[config.mk]
export PLATFORM = sky130hd
export DESIGN_NAME = entrada_antirrebote_flat
export DESIGN_NICKNAME = d
export VERILOG_FILES = /design/src/rtl/entrada_antirrebote_if.sv /design/src/rtl/entrada_antirrebote.sv /design/src/flat_wrapper.sv
export SDC_FILE = /design/constraint.sdc
export NUM_CORES = 1
export LEC_CHECK = 0
export ABC_AREA = 1
export CAP_MARGIN = 20
export CORE_MARGIN = 2
export CORE_UTILIZATION = 55
export DETAILED_ROUTE_END_ITERATION = 8
export DONT_BUFFER_PORTS = 1
export HOLD_SLACK_MARGIN = 0.15
export PLACE_DENSITY = 0.69
export SYNTH_ARGS = -nofsm -noshare
export SYNTH_HDL_FRONTEND = slang
export SYNTH_SLANG_ARGS = --single-unit
[constraint.sdc]
create_clock -name clk -period 1.46 [get_ports clk]
set_input_delay 0.146 -clock clk [delete_from_list [all_inputs] [get_ports clk]]
set_output_delay 0.146 -clock clk [all_outputs]
set_load 0.005 [all_outputs]
[src/rtl/entrada_antirrebote_if.sv]
// Button bundle between the raw push-button pins and the conditioned outputs
// consumed by the counter stage.
interface entrada_antirrebote_if #(
  parameter int NUM_BTN = 2
);
  logic [NUM_BTN-1:0] btn_in;
  logic [NUM_BTN-1:0] btn_level;
  logic [NUM_BTN-1:0] btn_press;
  logic [NUM_BTN-1:0] btn_release;

  modport master (output btn_in, input btn_level, btn_press, btn_release);
  modport slave (input btn_in, output btn_level, btn_press, btn_release);
endinterface

[src/rtl/entrada_antirrebote.sv]
// Per-button synchronizer, debounce FSM and press/release pulse generator.
// Define AUTO_REPEAT_EN to add hold-to-repeat press pulses.
module entrada_antirrebote #(
  parameter int NUM_BTN       = 2,
  parameter int DEB_CYCLES    = 16,
  parameter bit ACTIVE_LOW    = 1'b0,
  parameter int REPEAT_DELAY  = 1000,
  parameter int REPEAT_PERIOD = 250
) (
  input  logic                 clk,
  input  logic                 rst,
  entrada_antirrebote_if.slave btn
);
  localparam int MAX_AB  = (DEB_CYCLES > REPEAT_DELAY) ? DEB_CYCLES : REPEAT_DELAY;
  localparam int MAX_CNT = (MAX_AB > REPEAT_PERIOD) ? MAX_AB : REPEAT_PERIOD;
  localparam int CW      = $clog2(MAX_CNT + 1);

  localparam logic [CW-1:0] DEB_LAST = CW'(DEB_CYCLES - 1);
  localparam logic [CW-1:0] CNT_ONE  = CW'(1);
  localparam logic [CW-1:0] CNT_SAT  = {CW{1'b1}};

  typedef enum logic [1:0] {IDLE, DEB_PRESS, PRESSED, DEB_RELEASE} state_t;

  logic [NUM_BTN-1:0] level_vec;
  logic [NUM_BTN-1:0] press_vec;
  logic [NUM_BTN-1:0] release_vec;

  for (genvar gi = 0; gi < NUM_BTN; gi++) begin : g_ch
    logic          raw;
    logic          sync_a_reg;
    logic          sync_b_reg;
    state_t        state_reg, state_next;
    logic [CW-1:0] cnt_reg, cnt_next;
    logic          press_evt_reg, press_evt_next;
    logic          release_evt_reg, release_evt_next;
    logic          level_out_reg;
    logic          press_out_reg;
    logic          release_out_reg;
`ifdef AUTO_REPEAT_EN
    localparam logic [CW-1:0] DELAY_T  = CW'(REPEAT_DELAY);
    localparam logic [CW-1:0] PERIOD_T = CW'(REPEAT_PERIOD);
    logic [CW-1:0] hold_reg, hold_next;
    logic          rep_reg, rep_next;
    logic [CW-1:0] hold_target;
`endif

    assign raw = ACTIVE_LOW ? ~btn.btn_in[gi] : btn.btn_in[gi];

    // The FSM decides an event one edge before the outputs show it, which
    // gives the 2+DEB_CYCLES edge latency from the first pressed sample.
    always_ff @(posedge clk) begin
      if (rst) begin
        sync_a_reg      <= 1'b0;
        sync_b_reg      <= 1'b0;
        state_reg       <= IDLE;
        cnt_reg         <= '0;
        press_evt_reg   <= 1'b0;
        release_evt_reg <= 1'b0;
        level_out_reg   <= 1'b0;
        press_out_reg   <= 1'b0;
        release_out_reg <= 1'b0;
`ifdef AUTO_REPEAT_EN
        hold_reg        <= '0;
        rep_reg         <= 1'b0;
`endif
      end else begin
        sync_a_reg      <= raw;
        sync_b_reg      <= sync_a_reg;
        state_reg       <= state_next;
        cnt_reg         <= cnt_next;
        press_evt_reg   <= press_evt_next;
        release_evt_reg <= release_evt_next;
        level_out_reg   <= (state_reg == PRESSED) || (state_reg == DEB_RELEASE);
        press_out_reg   <= press_evt_reg;
        release_out_reg <= release_evt_reg;
`ifdef AUTO_REPEAT_EN
        hold_reg        <= hold_next;
        rep_reg         <= rep_next;
`endif
      end
    end

    always_comb begin
      state_next       = state_reg;
      cnt_next         = cnt_reg;
      press_evt_next   = 1'b0;
      release_evt_next = 1'b0;
`ifdef AUTO_REPEAT_EN
      hold_next        = hold_reg;
      rep_next         = rep_reg;
      hold_target      = rep_reg ? PERIOD_T : DELAY_T;
`endif
      case (state_reg)
        IDLE: begin
          cnt_next = '0;
`ifdef AUTO_REPEAT_EN
          hold_next = '0;
          rep_next  = 1'b0;
`endif
          if (sync_b_reg) begin
            state_next = DEB_PRESS;
            cnt_next   = CNT_ONE;
          end
        end
        DEB_PRESS: begin
          if (!sync_b_reg) begin
            state_next = IDLE;
            cnt_next   = '0;
          end else if (cnt_reg >= DEB_LAST) begin
            state_next     = PRESSED;
            cnt_next       = '0;
            press_evt_next = 1'b1;
          end else if (cnt_reg != CNT_SAT) begin
            cnt_next = cnt_reg + CNT_ONE;
          end
        end
        PRESSED: begin
          if (!sync_b_reg) begin
            state_next = DEB_RELEASE;
            cnt_next   = CNT_ONE;
          end else begin
`ifdef AUTO_REPEAT_EN
            // First repeat after REPEAT_DELAY held cycles, then every REPEAT_PERIOD.
            if (hold_reg == hold_target) begin
              press_evt_next = 1'b1;
              hold_next      = CNT_ONE;
              rep_next       = 1'b1;
            end else if (hold_reg != CNT_SAT) begin
              hold_next = hold_reg + CNT_ONE;
            end
`endif
          end
        end
        DEB_RELEASE: begin
          if (sync_b_reg) begin
            state_next = PRESSED;
            cnt_next   = '0;
          end else if (cnt_reg >= DEB_LAST) begin
            state_next       = IDLE;
            cnt_next         = '0;
            release_evt_next = 1'b1;
`ifdef AUTO_REPEAT_EN
            hold_next = '0;
            rep_next  = 1'b0;
`endif
          end else if (cnt_reg != CNT_SAT) begin
            cnt_next = cnt_reg + CNT_ONE;
          end
        end
        default: begin
          state_next = IDLE;
          cnt_next   = '0;
        end
      endcase
    end

    assign level_vec[gi]   = level_out_reg;
    assign press_vec[gi]   = press_out_reg;
    assign release_vec[gi] = release_out_reg;
  end

  assign btn.btn_level   = level_vec;
  assign btn.btn_press   = press_vec;
  assign btn.btn_release = release_vec;
endmodule

[src/flat_wrapper.sv]
// flat-port wrapper written by rule: the top's interface ports become plain ports
module entrada_antirrebote_flat 
#(
  parameter int NUM_BTN       = 2,
  parameter int DEB_CYCLES    = 16,
  parameter bit ACTIVE_LOW    = 1'b0,
  parameter int REPEAT_DELAY  = 1000,
  parameter int REPEAT_PERIOD = 250
)
  (clk, rst, btn_btn_in, btn_btn_level, btn_btn_press, btn_btn_release);
  entrada_antirrebote_if #(.NUM_BTN(NUM_BTN)) btn_i ();
  input  logic clk;
  input  logic rst;
  input wire logic [$bits(btn_i.btn_in)-1:0] btn_btn_in;
  output wire logic [$bits(btn_i.btn_level)-1:0] btn_btn_level;
  output wire logic [$bits(btn_i.btn_press)-1:0] btn_btn_press;
  output wire logic [$bits(btn_i.btn_release)-1:0] btn_btn_release;
  assign btn_i.btn_in = btn_btn_in;
  assign btn_btn_level = btn_i.btn_level;
  assign btn_btn_press = btn_i.btn_press;
  assign btn_btn_release = btn_i.btn_release;
  entrada_antirrebote #(.NUM_BTN(NUM_BTN), .DEB_CYCLES(DEB_CYCLES), .ACTIVE_LOW(ACTIVE_LOW), .REPEAT_DELAY(REPEAT_DELAY), .REPEAT_PERIOD(REPEAT_PERIOD)) u_core (.clk(clk), .rst(rst), .btn(btn_i));
endmodule
After elaboration in Yosys (flattened, before gate mapping)
Cells that the tools add are included.
Widths: inputs -> output; s select.
Word-level totals
  flip-flop bits (word level): 38
  input bits: 4
  output and inout port bits: 6
Operators by class
  add/sub/neg operators: 2
  magnitude comparators: 2
  equality and inequality tests: 16
  muxes and demuxes: 30
  bitwise operators: 6
  reduce and logical (&&, ||, !) cells: 10
Operators with widths (count)
  $mux 10: 10
  $pmux 10 s4: 2
  $mux 2: 12
  $add 10x1->10 const B: 2
  $ge 10x4->1 const B: 2
  $ne 10x10->1 const B: 2
  $pmux 2 s4: 2
  $reduce_or 3->1: 4
  $eq 2x2->1 const B: 4
  $reduce_and 4->1: 2
  $ne 3x2->1 const B: 2
  $ne 3x3->1 const B: 2
  $not 1->1: 6
  $eq 2x1->1 const B: 2
  $logic_not 2->1: 2
  $mux 1: 4
  $ne 2x1->1 const B: 2
  $ne 2x2->1 const B: 2
  $logic_or 1x1->1: 2

Logic depth before layout (Yosys ltp)
Gate-level depths: netlist (run 1).
  depth in word-level cells: 5
  mapped depth: 10
  mapped depth without buffers: 10

Least setup slack after synthesis (run 1)
Ideal clock, no wire load.
  kind: register -> register
  start: reg u_core.g_ch[1].cnt_reg[0]
  end: reg u_core.g_ch[1].cnt_reg[0]
  setup time: 0.059 ns
  data arrival time: 1.219 ns
  data required time: 1.401 ns
  slack: 0.182 ns
  cell stages (with the launch flop): 11
  period minus slack after synthesis: 1.278 ns
  cell sequence: dfxtp_1 -> ha_1 -> nand2_1 -> nor2_1 -> nor3_2 -> nand2_1 -> inv_2 -> nand2_1 -> nand2_1 -> nand2_1 -> nand2_1
Between the ends
  cells in the longest elaborated chain, start to end: 5
Ends and longest elaborated chain
  start, declared: line entrada_antirrebote.sv:33  | logic [CW-1:0] cnt_reg, cnt_next;
  start signal, assigned: line entrada_antirrebote.sv:70  | cnt_reg <= cnt_next;
  $add 10x1->10 / $ne 10x10->1 (equally long branches)
  $mux 10: line entrada_antirrebote.sv:113, entrada_antirrebote.sv:146
  $mux 10 *: line entrada_antirrebote.sv:109  | end else if (cnt_reg >= DEB_LAST) begin
  $mux 10, on equally long branches: line entrada_antirrebote.sv:135, entrada_antirrebote.sv:106
  $pmux 10 s4 *: line entrada_antirrebote.sv:93  | case (state_reg)
Every way passes the cells marked *; elsewhere a longest branch is shown, timed or not.
A chain may end at the register's enable or synchronous reset.

Final worst setup path (run 1)
  start: reg u_core.g_ch[1].cnt_reg[0]
  end: reg u_core.g_ch[1].cnt_reg[3]
Same word-level chain as after synthesis.

==> impl_metrics.tcl, run 1 <==
set metrics [dict create \
    status "completed" \
    root_buffer "clkbuf_4" \
    fin_skew_ns 0.00761 \
    cp_max_fo 5 \
    ys_async_sr_fraction_pct 0 \
    drive_gt1_share_pct 14.4 \
    arrival_ns 1.61 \
    postSynthCellCount 204 \
    grt_use_total_pct 19.1 \
    rsz0062_at_grt "true" \
    drc 0 \
    slew_violations 0 \
    reg2reg_to "u_core.g_ch[1].cnt_reg[3]" \
    die_x_um 57.2 \
    worst_slew_pin_slew_ns 0.786 \
    postPlaceCellArea_mm2 0.00154 \
    reg2reg_from "u_core.g_ch[1].cnt_reg[0]" \
    synth_edf_count 0 \
    ys_seq_elements 38 \
    synth_top_area_share_pct 48.8 \
    synth_seq_area_share_pct 48.8 \
    grt_max_degree 22 \
    grt_first_pass_wirelength_mm 4.73 \
    htree_levels 2 \
    clk_latency_ns 0.35 \
    post_cts_buffers 0 \
    largest_reg_flops 20 \
    clkSinkCount 38 \
    finalWirelength_mm 2.69 \
    r2r_slack_ns 0.13 \
    pwr_density_cell_mw_per_mm2 967 \
    peakVddDrop_mv 0.877 \
    rows 19 \
    fin_util_pct 65.1 \
    drt_iter0_drc 33 \
    cp-start-kind "flip-flop" \
    grt_pass1_vias 1148 \
    syn_avg_cell_area_um2 7.64 \
    drt_first_pass_iters 4 \
    die_height_um 57.2 \
    io_pins 10 \
    synth_cell_types 25 \
    core_area_mm2 0.00273 \
    criticalPathCategory "reg2reg" \
    syn_area_mm2 0.00156 \
    hp-class "in2reg" \
    finalCriticalPeriod_ns 1.33 \
    synth_area_leaders "dfxtp_1 (49%), nand2_1 (10%), nor2_1 (7.5%)" \
    start_util_pct 57.0 \
    fmax_mhz 749 \
    port_buffers 0 \
    setup_ws_ns 0.125 \
    yosys_warnings 0 \
    cts_buffer_depth 2 \
    finalSetupViolations 0 \
    slew_headroom_pct 47.4 \
    reg2reg_depth 8 \
    hold_violations 0 \
    crit_start "u_core.g_ch[1].cnt_reg[0]" \
    ys.flop_type "dfxtp_1" \
    cp.required_ns 1.74 \
    drt.antenna.violating_nets 0 \
    overflow 0 \
    setup.worst_path.end "u_core.g_ch[1].cnt_reg[3]" \
    hpwlAfterDp_mm 1.71 \
    leakagePower_nw 0.713 \
    design_area_mm2 0.00178 \
    avgRoutedWirePerCell_um 10.9 \
    cts_buffers 5 \
    syn_to_final_growth_pct 14.2 \
    synth_top_area_cell "dfxtp_1" \
    cap_violations 0 \
    final_common_cell "nand2_1" \
    final_nets 221 \
    dieArea_mm2 0.00328 \
    diodes 0 \
    antenna_found_initial 0 \
    dp_slack_ns 0.0380 \
    clkTransAtPathRegs_ns 0.12 \
    mostFrequentLayoutCells "nand2_1 (41), dfxtp_1 (33), nor2_1 (30)" \
    gp_congestion 0.780 \
    vias 1221 \
    layout_worst_path_cycle_share_pct 91.4 \
    syn_nets 210 \
    cts_tree "done" \
    end_kind "flip-flop" \
    vias_per_cell 4.94 \
]
metrics by stage:
step	setup TNS, ns	power [W]	instances	hold slack, ns
after floorplan	0	0.00114	204	0.224
after global placement	0	0.00113	226	0.213
after detailed placement	0	0.00113	226	0.215
after CTS	0	0.00173	247	0.380
after global routing	-0.0222	0.00178	247	0.383
final	0	0.00172	247	0.387
routing by layer:
| layer | global-route usage (%) | vias up | routed length, µm |
|---|---|---|---|
| li1 | - | 650 | - |
| met1 | 20.0 | 552 | 1140 |
| met2 | 34.5 | 13 | 1400 |
| met3 | 6.35 | 6 | 101 |
| met4 | 8.64 | 0 | 50 |
| met5 | 0 | - | 0 |
synthesized netlist by cell type, types with 2 or more instances:
| master | n |
|---|---|
| nand4_1 | 3 |
| nor3_1 | 11 |
| nand3_1 | 14 |
| inv_2 | 3 |
| nand2_1 | 42 |
| nor3_4 | 2 |
| inv_1 | 27 |
| clkbuf_1 | 2 |
| nand3b_1 | 2 |
| buf_4 | 6 |
| nor2_1 | 31 |
| a21oi_1 | 6 |
| ha_1 | 2 |
| nor3_2 | 3 |
| o21ai_0 | 3 |
| dfxtp_1 | 38 |
timing repair:
item,4_1_cts,5_1_grt
endpoints found under the hold margin,35,0
endpoints found under the setup margin,0,9
resized for setup,0,15
hold buffers,13,0
final cells by class:
class | instances | area [µm²]
clock buffer | 6 | 51.3
clock inverter | 2 | 12.5
fill | 242 | 953
inverter | 30 | 113
multi-input combinational | 125 | 651
sequential | 38 | 769
tap | 31 | 38.8
timing repair buffer | 15 | 145
logic make-up after synthesis:
group	Yosys count	share of synthesized area, %
flip-flops	38	48.8
AND/OR/NAND/NOR	110	32.8
adder cells (fa/ha/maj)	2	1.60
XOR/XNOR	2	1.12
buffers and inverters	41	11.9
AO/OA/AOI/OAI	11	3.77
worst min-delay path by stage:
stage,from,end,slack (ns),depth (start not counted)
floorplan,rst,u_core.g_ch[0].press_evt_reg,0.22,1
global placement,rst,flip-flop,0.21,1
detailed placement,rst,flip-flop,0.21,1
CTS,rst,u_core.g_ch[1].sync_a_reg,0.38,2
global route,rst,u_core.g_ch[0].level_out_reg,0.38,2
finish,rst,u_core.g_ch[0].level_out_reg,0.39,2
where the power goes:
part	total [W]	leakage [nW]	switching (W)	internal, W
combinational	0.0000667	0.368	0.0000373	0.0000294
clock	0.000586	0.0343	0.000354	0.000231
sequential	0.00107	0.310	0.0000183	0.00105
critical path: stages (launching register included):
cell     delay, ns
dfxtp_2       0.36
ha_1          0.22
nand2_1       0.11
nor2_4        0.05
nor3_4        0.16
nand2_2       0.11
inv_2         0.09
nand2_1       0.05
a21oi_1       0.12
(Power assumes the default switching activity.)
==> run 2, diff against run 1 <==
--- a/config.mk
+++ b/config.mk
@@ -7,12 +7,14 @@
 export LEC_CHECK = 0
 export ABC_AREA = 1
 export CAP_MARGIN = 20
+export CELL_PAD_IN_SITES_DETAIL_PLACEMENT = 0
+export CELL_PAD_IN_SITES_GLOBAL_PLACEMENT = 1
 export CORE_MARGIN = 2
-export CORE_UTILIZATION = 55
+export CORE_UTILIZATION = 45
 export DETAILED_ROUTE_END_ITERATION = 8
 export DONT_BUFFER_PORTS = 1
 export HOLD_SLACK_MARGIN = 0.15
-export PLACE_DENSITY = 0.69
+export PLACE_DENSITY = 0.75
 export SYNTH_ARGS = -nofsm -noshare
 export SYNTH_HDL_FRONTEND = slang
 export SYNTH_SLANG_ARGS = --single-unit
==> run 2 against run 1 <==
Power shrank 0.59%. Core utilization shrank 10 points. Cell count grew 7.7%. First-iteration DRC count grew 120%. Combinational power grew 7.6%. Critical path depth is the same. Via count shrank 0.16%. Hold slack gained 0.020 ns. Clock-buffer cell count is the same. Clock power shrank 2%. Setup slack lost 0.023 ns. Register-to-register slack lost 0.02 ns. Highest routed layer unchanged.
==> impl_metrics.tcl, run 2 (same netlist as run 1, synthesis figures left out) <==
set metrics [dict create \
    diodes 0 \
    cp.required_ns 1.68 \
    largest_reg_flops 20 \
    switching_share_pct 23.1 \
    cts_buffers 5 \
    arrival_ns 1.58 \
    reg2reg_depth 8 \
    cp_slowest_cell "dfxtp_2" \
    clockPowerShare_pct 33.5 \
    root_buffer "clkbuf_4" \
    fin_skew_ns 0.00430 \
    dp_slack_ns 0.0529 \
    mostFrequentLayoutCells "nand2_1 (40), dfxtp_1 (33), nor2_1 (30)" \
    drt.antenna.violating_nets 0 \
    finalCriticalPeriod_ns 1.36 \
    nFillCells 331 \
    hold_end "u_core.g_ch[0].sync_b_reg" \
    status "completed" \
    worst_slew_pin_slew_ns 0.790 \
    worst-path-stages 8 \
    pwr_density_cell_mw_per_mm2 937 \
    cts_tree "done" \
    drt_iter0_drc 73 \
    die_x_um 62.9 \
    grt_first_pass_wirelength_mm 4.62 \
    reg2reg_to "u_core.g_ch[0].cnt_reg[2]" \
    hold_violations 0 \
    cp-start-kind "flip-flop" \
    core_area_mm2 0.00334 \
    cts_buffer_depth 2 \
    reg2reg_from "u_core.g_ch[0].cnt_reg[1]" \
    setup_ws_ns 0.102 \
    overflow 0 \
    drc 0 \
    design_area_mm2 0.00183 \
    path_buf_inv 2 \
    start_util_pct 46.7 \
    multi_input_area_um2 647 \
    grt_max_degree 22 \
    vias_per_cell 4.58 \
    syn_to_final_growth_pct 17.1 \
    grt_use_total_pct 15.1 \
    io_pins 10 \
    hp-class "in2reg" \
    drt_first_pass_iters 4 \
    clkTransAtPathRegs_ns 0.11 \
    drive_gt1_share_pct 16.4 \
    antenna_found_initial 0 \
    slew_headroom_pct 47.2 \
    htree_levels 2 \
    hpwlAfterDp_mm 1.76 \
    finalWirelength_mm 2.63 \
    slew_violations 0 \
    fmax_mhz 736 \
    p_comb_share_pct 4.2 \
    gp_congestion 0.809 \
    final_common_cell "nand2_1" \
    power_switching_w 0.000396 \
    cp_slowest_stage_delay_ns 0.36 \
    dieArea_mm2 0.00395 \
    rsz0062_at_grt "false" \
    holdPathStages 2 \
    final_nets 225 \
    finalSetupViolations 0 \
    fin_setup_tns_ns 0 \
    postPlaceCellArea_mm2 0.00157 \
    final-seq-area_um2 769 \
    criticalPathCategory "reg2reg" \
    leakagePower_nw 0.729 \
    cp_top_family "flip-flops" \
    die_height_um 62.9 \
    peakVddDrop_mv 0.581 \
    avgRoutedWirePerCell_um 9.87 \
    clkSinkCount 38 \
    cp_max_fo 3 \
    port_buffers 0 \
    min_from "rst" \
    grt_pass1_vias 1144 \
    vias 1219 \
    cap_violations 0 \
    worstPathCellList "ha_2 -> nand3_2 -> inv_1 -> nand3b_1 -> buf_4 -> nand3_1 -> xor2_1 -> nor2_1" \
    power.internal_w 0.00132 \
    rows 21 \
    layout_worst_path_cycle_share_pct 93.0 \
    end_kind "flip-flop" \
    pwr-share-seq_pct 62.4 \
    r2r_slack_ns 0.10 \
    clk_latency_ns 0.33 \
]
[run 2: worst max path at each step]
stage                         startpoint                         to
2_1_floorplan  u_core.g_ch[1].cnt_reg[0]  u_core.g_ch[1].cnt_reg[0]
3_3_place_gp   u_core.g_ch[1].cnt_reg[0]  u_core.g_ch[1].cnt_reg[0]
3_5_place_dp   u_core.g_ch[1].cnt_reg[0]  u_core.g_ch[1].cnt_reg[1]
6_report       u_core.g_ch[0].cnt_reg[1]  u_core.g_ch[0].cnt_reg[2]
4_1_cts        u_core.g_ch[1].cnt_reg[0]  u_core.g_ch[1].cnt_reg[0]
5_1_grt        u_core.g_ch[1].cnt_reg[0]  u_core.g_ch[1].cnt_reg[1]
[run 2: area by class of cell]
cell class                 count  share of cell area [%]
inverter                      30                    6.17
multi-input combinational    125                    35.4
clock buffer                   6                    2.81
timing repair buffer          19                    9.60
clock inverter                 2                   0.685
tap                           46                    3.15
sequential                    38                    42.2
[run 2: power by group through the flow]
| stage | combinational, W | clock, W | sequential (W) |
|---|---|---|---|
| finish | 0.0000718 | 0.000572 | 0.00107 |
| CTS | 0.0000682 | 0.000600 | 0.00107 |
| global route | 0.0000823 | 0.000645 | 0.00107 |
| global placement | 0.0000449 | 0 | 0.00109 |
| detailed placement | 0.0000451 | 0 | 0.00109 |
| floorplan | 0.0000580 | 0 | 0.00108 |
[run 2: what timing repair did]
item | CTS | global route
endpoints found under the setup margin | 0 | 8
hold buffers | 13 | 0
gates resized for setup | 0 | 15
hold endpoints to repair | 35 | 0
buffers inserted | 0 | 3
[run 2: metrics by stage]
step	utilization, %	std cells	total power (W)	hold slack [ns]
after floorplan	-	204	0.00114	0.224
after global placement	46.9	242	0.00113	0.213
after detailed placement	46.9	242	0.00113	0.213
after CTS	52.8	263	0.00173	0.393
after global routing	54.7	266	0.00180	0.392
final	54.7	266	0.00171	0.407
[run 2: per-layer routing]
metal	wire, µm	GRT usage, %	share of wire (%)
met5	0	0	0
met4	40	8.33	1.5
met3	55	3.78	2.1
met2	1330	26.6	51
met1	1200	16.3	46
